**src/rtl/spi_cfg_master_if.sv**
```systemverilog
// Command interface of spi_cfg_master.
// Signals:
//   cmd_valid  requester -> master  command request
//   cmd_ready  master -> requester  idle and able to accept a command
//   cmd_addr   requester -> master  configuration register index
//   cmd_data   requester -> master  value to write
//   done       master -> requester  one-cycle pulse at frame completion
//   ack_err    master -> requester  valid with done; slave did not answer
// Modports: master = command source (sequencer / test logic), slave = spi_cfg_master.
interface spi_cfg_master_if;
  logic       cmd_valid;
  logic       cmd_ready;
  logic [3:0] cmd_addr;
  logic [7:0] cmd_data;
  logic       done;
  logic       ack_err;

  modport master (
    output cmd_valid, cmd_addr, cmd_data,
    input  cmd_ready, done, ack_err
  );

  modport slave (
    input  cmd_valid, cmd_addr, cmd_data,
    output cmd_ready, done, ack_err
  );
endinterface

```
**src/rtl/spi_cfg_master.sv**
```systemverilog
// SPI write-frame generator for the demoscene configuration slave.
// Each accepted command becomes one frame: a flush SCLK pulse with SSEL high (clears
// the slave's counters), then SSEL low carrying {8'h00, 4'h0, addr, data} MSB first,
// then one trailing SCLK pulse on which the slave commits the write.
// Ports:
//   clk, rst_n   system clock, asynchronous active-low reset
//   cmd          command handshake (spi_cfg_master_if.slave)
//   SCLK         SPI clock, idles low
//   SSEL         active-low slave select, idles high
//   MOSI         serial data out, MSB first
//   MISO         slave response
// Parameter CLK_DIV: clk cycles per SCLK half-period (1..255).
// Optional macro SPI_ACK_CHECK_EN: sample MISO at the end of each SCLK high phase for
// bits 22..0 and the trailing pulse; any 0 sample raises ack_err with done.
module spi_cfg_master #(
  parameter int unsigned CLK_DIV = 4
) (
  input  logic            clk,
  input  logic            rst_n,
  spi_cfg_master_if.slave cmd,
  output logic            SCLK,
  output logic            SSEL,
  output logic            MOSI,
  input  logic            MISO
);

  typedef enum logic [2:0] {StIdle, StFlush, StSetup, StShift, StTrail, StDone} state_e;

  localparam logic [7:0] HalfLast = 8'(CLK_DIV - 1);

  state_e      state_q, state_d;
  logic [7:0]  hcnt_q, hcnt_d;
  logic        phase_q, phase_d;  // 1: SCLK high half-period
  logic [4:0]  bit_q, bit_d;
  logic [23:0] shreg_q, shreg_d;
  logic        err_q, err_d;
  logic        sclk_q, sclk_d;
  logic        ssel_q, ssel_d;
  logic        mosi_q, mosi_d;
  logic        ready_q, ready_d;
  logic        done_q, done_d;
  logic        ack_err_q, ack_err_d;
  logic        accept;
  logic        half_end;

  // ready_q is high only in IDLE, so this also implies the FSM is idle.
  assign accept   = cmd.cmd_valid & ready_q;
  assign half_end = (hcnt_q == HalfLast);

`ifndef SPI_ACK_CHECK_EN
  logic unused_miso;
  assign unused_miso = MISO;
`endif

  always_comb begin
    state_d = state_q;
    hcnt_d  = hcnt_q;
    phase_d = phase_q;
    bit_d   = bit_q;
    shreg_d = shreg_q;
    err_d   = err_q;

    if (state_q != StIdle && state_q != StDone) begin
      hcnt_d = half_end ? 8'd0 : hcnt_q + 8'd1;
    end

    unique case (state_q)
      StIdle: begin
        if (accept) begin
          state_d = StFlush;
          phase_d = 1'b1;
          hcnt_d  = 8'd0;
          shreg_d = {8'h00, 4'h0, cmd.cmd_addr, cmd.cmd_data};
          err_d   = 1'b0;
        end
      end
      StFlush: begin
        if (half_end) begin
          if (phase_q) phase_d = 1'b0;
          else         state_d = StSetup;
        end
      end
      StSetup: begin
        if (half_end) begin
          state_d = StShift;
          phase_d = 1'b1;
          bit_d   = 5'd23;
        end
      end
      StShift: begin
        if (half_end) begin
          if (phase_q) begin
            // Falling edge: present the next bit; zeros fill in behind bit 0.
            phase_d = 1'b0;
            shreg_d = {shreg_q[22:0], 1'b0};
          end else if (bit_q == 5'd0) begin
            state_d = StTrail;
            phase_d = 1'b1;
          end else begin
            bit_d   = bit_q - 5'd1;
            phase_d = 1'b1;
          end
        end
      end
      StTrail: begin
        if (half_end) begin
          if (phase_q) phase_d = 1'b0;
          else         state_d = StDone;
        end
      end
      StDone: state_d = StIdle;
      default: state_d = StIdle;
    endcase

`ifdef SPI_ACK_CHECK_EN
    // The slave only drives MISO high after its first select-low edge, so bit 23 is skipped.
    if (half_end && phase_q && !MISO &&
        ((state_q == StShift && bit_q <= 5'd22) || state_q == StTrail)) begin
      err_d = 1'b1;
    end
`endif

    // Outputs are registered from the next state so they line up with state_q.
    ssel_d  = !(state_d inside {StSetup, StShift, StTrail});
    sclk_d  = phase_d && (state_d inside {StFlush, StShift, StTrail});
    mosi_d  = (state_d inside {StSetup, StShift}) ? shreg_d[23] : 1'b0;
    ready_d = (state_d == StIdle);
    done_d  = (state_d == StDone);
`ifdef SPI_ACK_CHECK_EN
    ack_err_d = (state_d == StDone) && err_d;
`else
    ack_err_d = 1'b0;
`endif
  end

  always_ff @(posedge clk or negedge rst_n) begin
    if (!rst_n) begin
      state_q   <= StIdle;
      hcnt_q    <= 8'd0;
      phase_q   <= 1'b0;
      bit_q     <= 5'd0;
      shreg_q   <= 24'd0;
      err_q     <= 1'b0;
      sclk_q    <= 1'b0;
      ssel_q    <= 1'b1;
      mosi_q    <= 1'b0;
      ready_q   <= 1'b0;
      done_q    <= 1'b0;
      ack_err_q <= 1'b0;
    end else begin
      state_q   <= state_d;
      hcnt_q    <= hcnt_d;
      phase_q   <= phase_d;
      bit_q     <= bit_d;
      shreg_q   <= shreg_d;
      err_q     <= err_d;
      sclk_q    <= sclk_d;
      ssel_q    <= ssel_d;
      mosi_q    <= mosi_d;
      ready_q   <= ready_d;
      done_q    <= done_d;
      ack_err_q <= ack_err_d;
    end
  end

  assign SCLK          = sclk_q;
  assign SSEL          = ssel_q;
  assign MOSI          = mosi_q;
  assign cmd.cmd_ready = ready_q;
  assign cmd.done      = done_q;
  assign cmd.ack_err   = ack_err_q;

endmodule

```
**src/flat_wrapper.sv**
```systemverilog
// flat-port wrapper written by rule: the top's interface ports become plain ports
module spi_cfg_master_flat 
#(
  parameter int unsigned CLK_DIV = 4
)
  (clk, rst_n, SCLK, SSEL, MOSI, MISO, cmd_cmd_valid, cmd_cmd_addr, cmd_cmd_data, cmd_cmd_ready, cmd_done, cmd_ack_err);
  spi_cfg_master_if cmd_i ();
  input  logic clk;
  input  logic rst_n;
  output logic SCLK;
  output logic SSEL;
  output logic MOSI;
  input  logic MISO;
  input wire logic [$bits(cmd_i.cmd_valid)-1:0] cmd_cmd_valid;
  input wire logic [$bits(cmd_i.cmd_addr)-1:0] cmd_cmd_addr;
  input wire logic [$bits(cmd_i.cmd_data)-1:0] cmd_cmd_data;
  output wire logic [$bits(cmd_i.cmd_ready)-1:0] cmd_cmd_ready;
  output wire logic [$bits(cmd_i.done)-1:0] cmd_done;
  output wire logic [$bits(cmd_i.ack_err)-1:0] cmd_ack_err;
  assign cmd_i.cmd_valid = cmd_cmd_valid;
  assign cmd_i.cmd_addr = cmd_cmd_addr;
  assign cmd_i.cmd_data = cmd_cmd_data;
  assign cmd_cmd_ready = cmd_i.cmd_ready;
  assign cmd_done = cmd_i.done;
  assign cmd_ack_err = cmd_i.ack_err;
  spi_cfg_master #(.CLK_DIV(CLK_DIV)) u_core (.clk(clk), .rst_n(rst_n), .cmd(cmd_i), .SCLK(SCLK), .SSEL(SSEL), .MOSI(MOSI), .MISO(MISO));
endmodule
```
**config.mk**
```make
export PLATFORM = sky130hd
export DESIGN_NAME = spi_cfg_master_flat
export DESIGN_NICKNAME = d
export VERILOG_FILES = /design/src/rtl/spi_cfg_master_if.sv /design/src/rtl/spi_cfg_master.sv /design/src/flat_wrapper.sv
export SDC_FILE = /design/constraint.sdc
export NUM_CORES = 1
export LEC_CHECK = 0
export BUFFER_PORTS_ARGS = -buffer_cell sky130_fd_sc_hd__buf_2
export CORE_MARGIN = 1
export CORE_UTILIZATION = 40
export CTS_BUF_LIST = sky130_fd_sc_hd__clkbuf_16
export DETAILED_ROUTE_END_ITERATION = 8
export PLACE_DENSITY = 0.64
export SYNTH_ARGS = -nofsm -noshare
export SYNTH_HDL_FRONTEND = slang
export SYNTH_SLANG_ARGS = --single-unit
```
**constraint.sdc**
```tcl
create_clock -name clk -period 5.4 [get_ports clk]
set_clock_uncertainty 0.05 [all_clocks]
set_input_delay 0.54 -clock clk [delete_from_list [all_inputs] [get_ports clk]]
set_output_delay 0.54 -clock clk [all_outputs]
set_load 0.01 [all_outputs]
```
==> results.sh <==
export IMPL_ys_warn_count=0
export IMPL_grt_remaining_overflow=0
export IMPL_grt_pass1_wl_um=7417
export IMPL_peakVddDrop_mv=0.1565
export IMPL_finalHoldViolations=0
export IMPL_synth_seq_cells=46
export IMPL_io_buffers=19
export IMPL_cp_max_fo=5
export IMPL_path_cells="ha_1, or3b_2, or2_2, ha_1, nor2b_1, a221oi_1, a221oi_1"
export IMPL_cp_slowest_cell="or3b_2"
export IMPL_vias=1676
export IMPL_rsz0062_at_grt="false"
export IMPL_syn_area_um2=2253
export IMPL_vias_per_cell=5.389
export IMPL_yosysMostFrequentCell="dfrtp_1"
export IMPL_slowest_delay_ns=0.55
export IMPL_cts_resized=0
export IMPL_status="complete, no violations"
export IMPL_grt_start_max_net_pins=47
export IMPL_crit_type="reg -> reg"
export IMPL_root_buffer="clkbuf_16"
export IMPL_area_growth_pct=13.99
export IMPL_clock_fmax_ghz=0.3953
export IMPL_p_leak_nw=1.265
export IMPL_drv_slew=0
export IMPL_ff_latch_area_um2=1152
export IMPL_antenna_cells=0
export IMPL_synthCells=224
export IMPL_multi_input_area_um2=1027
export IMPL_maxCapViolCount=0
export IMPL_netlist_top_cell_by_area="dfrtp_1"
export IMPL_reg2regPathDepth=7
export IMPL_grt_total_usage=0.1564
export IMPL_drt_wl_total_um=4251
export IMPL_remaining_drc_errors=0
export IMPL_synth_cell_types=47
export IMPL_drive_above_1_share=0.1660
export IMPL_first_pass_iters=4
export IMPL_die_area_um2=5937
export IMPL_setup_ws_ns=2.871
export IMPL_cts_sinks=46
export IMPL_cts_buffers_inserted=5
export IMPL_rrSetupSlack_ns=2.87
export IMPL_critPathLaunchType="flip-flop"
export IMPL_worstSkewPairLatency_ns=0.28
export IMPL_fp_coreArea_um2=5270
export IMPL_power_density_nw_per_um2=275.0
export IMPL_yosysSeqAreaShare=0.5114
export IMPL_wl_per_cell_um=13.67
export IMPL_r2r_start="u_core.hcnt_q[0]"
export IMPL_startpoint="u_core.hcnt_q[0]"
export IMPL_die_h_um=77.06
export IMPL_fillers=517
export IMPL_clockBufferDepth=2
export IMPL_rows=26
export IMPL_synth_avg_cell_area_um2=10.06
export IMPL_setup_violations=0
export IMPL_synth_top_area_share=0.4997
export IMPL_dp_slack_ns=2.884
export IMPL_cts_setup_buffers=0
export IMPL_io_pins=22
export IMPL_endpoint_kind="flip-flop"
export IMPL_r2r_end="u_core.SCLK"
export IMPL_die_w_um=77.06
export IMPL_drtIter0Drc=78
export IMPL_ctsHtreeMaxLevel=2
export IMPL_final_nets=260
export IMPL_synth_flop_cell="dfrtp_1"
export IMPL_cts_hold_buf=0
export IMPL_slew_headroom=0.3471
export IMPL_synth_edff_count=0
export IMPL_cts_tree="done"
export IMPL_place_detailed_hpwl_um=2755
export IMPL_worst_slew_pin_slew_ns=0.9793
export IMPL_initial_utilization=0.4276
export IMPL_route_antenna_remaining_nets=0
export IMPL_grt_antenna_before_repair=0
export IMPL_yosys_top_cells_count="dfrtp_1 (45), nand2_1 (34), o21ai_0 (20)"
export IMPL_setup_tns_ns=0
export IMPL_fin_crit_ns=2.529
export IMPL_post_route_period_util=0.4684
export IMPL_worstPathRequired_ns=5.50
export IMPL_hold_class="in -> async"
export IMPL_async_flop_share=1.000
export IMPL_place_congestion=0.7695
export IMPL_synth_top_cells_by_area="dfrtp_1 (50%), nand2_1 (5.7%), a22o_1 (4.7%)"
export IMPL_grt_pass1_vias=1597
export IMPL_cp_arrival_ns=2.63
export IMPL_clkTransAtPathRegs_ns=0.06
export IMPL_synth_nets=244
kinds of logic after synthesis:
logic type,share of synthesized area
multiplexers,0.01444
AND/OR/NAND/NOR,0.1744
AO/OA/AOI/OAI,0.2093
buffers and inverters,0.03553
adder cells (fa/ha/maj),0.02221
flip-flops,0.5114
XOR/XNOR,0.03110
other,0.001664
power by group:
group          internal [mW]  switching [mW]  leakage (nW)  total (mW)
sequential             0.345               0         0.564       0.345
combinational        0.00361         0.00802         0.617      0.0116
clock                  0.219           0.131        0.0842       0.350
total                  0.567           0.139          1.26       0.706
registers in the layout, indices dropped and copies added (netlist names):
name and count:
u_core.MOSI 1, u_core.SCLK 1, u_core.cmd.done 1, u_core.bit_q 5, u_core.shreg_q 24, u_core.cmd.cmd_ready 1
u_core.hcnt_q 8, u_core.state_q 3, u_core.SSEL 1, u_core.phase_q 1
cell type report:
cell class,instances,share of cell area
inverters,6,0.008768
repair buffers,21,0.04286
flip-flops and latches,46,0.4486
well taps,70,0.03410
clock inverters,3,0.01705
multi-input cells,160,0.3999
clock buffers,5,0.04871
per-layer routing:
| layer | GRT usage | up-vias | share of wire |
|---|---|---|---|
| met5 | 0 | - | 0 |
| met4 | 0.05094 | 0 | 0.018 |
| met3 | 0.03452 | 6 | 0.026 |
| met2 | 0.2393 | 19 | 0.42 |
| met1 | 0.2198 | 805 | 0.53 |
| li1 | - | 846 | - |
layout by cell type (no fill, tap or decap), drive strengths merged, types with 3 or more instances in the layout:
master / n
a21o: 11
a22o: 12
a31oi: 4
and3: 3
buf: 21
clkbuf: 5
dfrtp: 45
ha: 4
inv: 7
nand2: 34
nor2: 16
nor4: 6
o2111ai: 4
o21a: 3
o21ai: 21
xor2: 8
through the flow:
step	util	cell area (um2)	power, mW	instances	hold WS [ns]
4_1_cts	0.4874	2569	0.7158	311	0.4197
5_1_grt	0.4874	2569	0.7301	311	0.4455
6_report	0.4874	2569	0.7064	311	0.3704
3_5_place_dp	0.4554	2400	0.3634	303	0.4160
3_3_place_gp	0.4554	2400	0.3635	303	0.4113
2_1_floorplan	-	2253	0.3520	224	0.1944
how the worst max path moves through the flow:
| stage | cells past startpoint | slack [ns] | to |
|---|---|---|---|
| final | 7 | 2.87 | u_core.SCLK |
| after global routing | 4 | 2.69 | u_core.hcnt_q[2] |
| after CTS | 7 | 2.86 | u_core.SCLK |
| after detailed placement | 7 | 2.88 | u_core.SCLK |
| after global placement | 4 | 2.85 | u_core.hcnt_q[0] |
| after floorplan | 7 | 3.12 | u_core.SCLK |
worst max-delay path: cells and delay by family (launching register included):
kind	cells	cell delay [ns]
AND/OR/NAND/NOR	3	1.03
AO/OA/AOI/OAI	2	0.50
adder cells (fa/ha/maj)	2	0.44
flip-flops	1	0.38
Power figures use the tool's default switching activity.
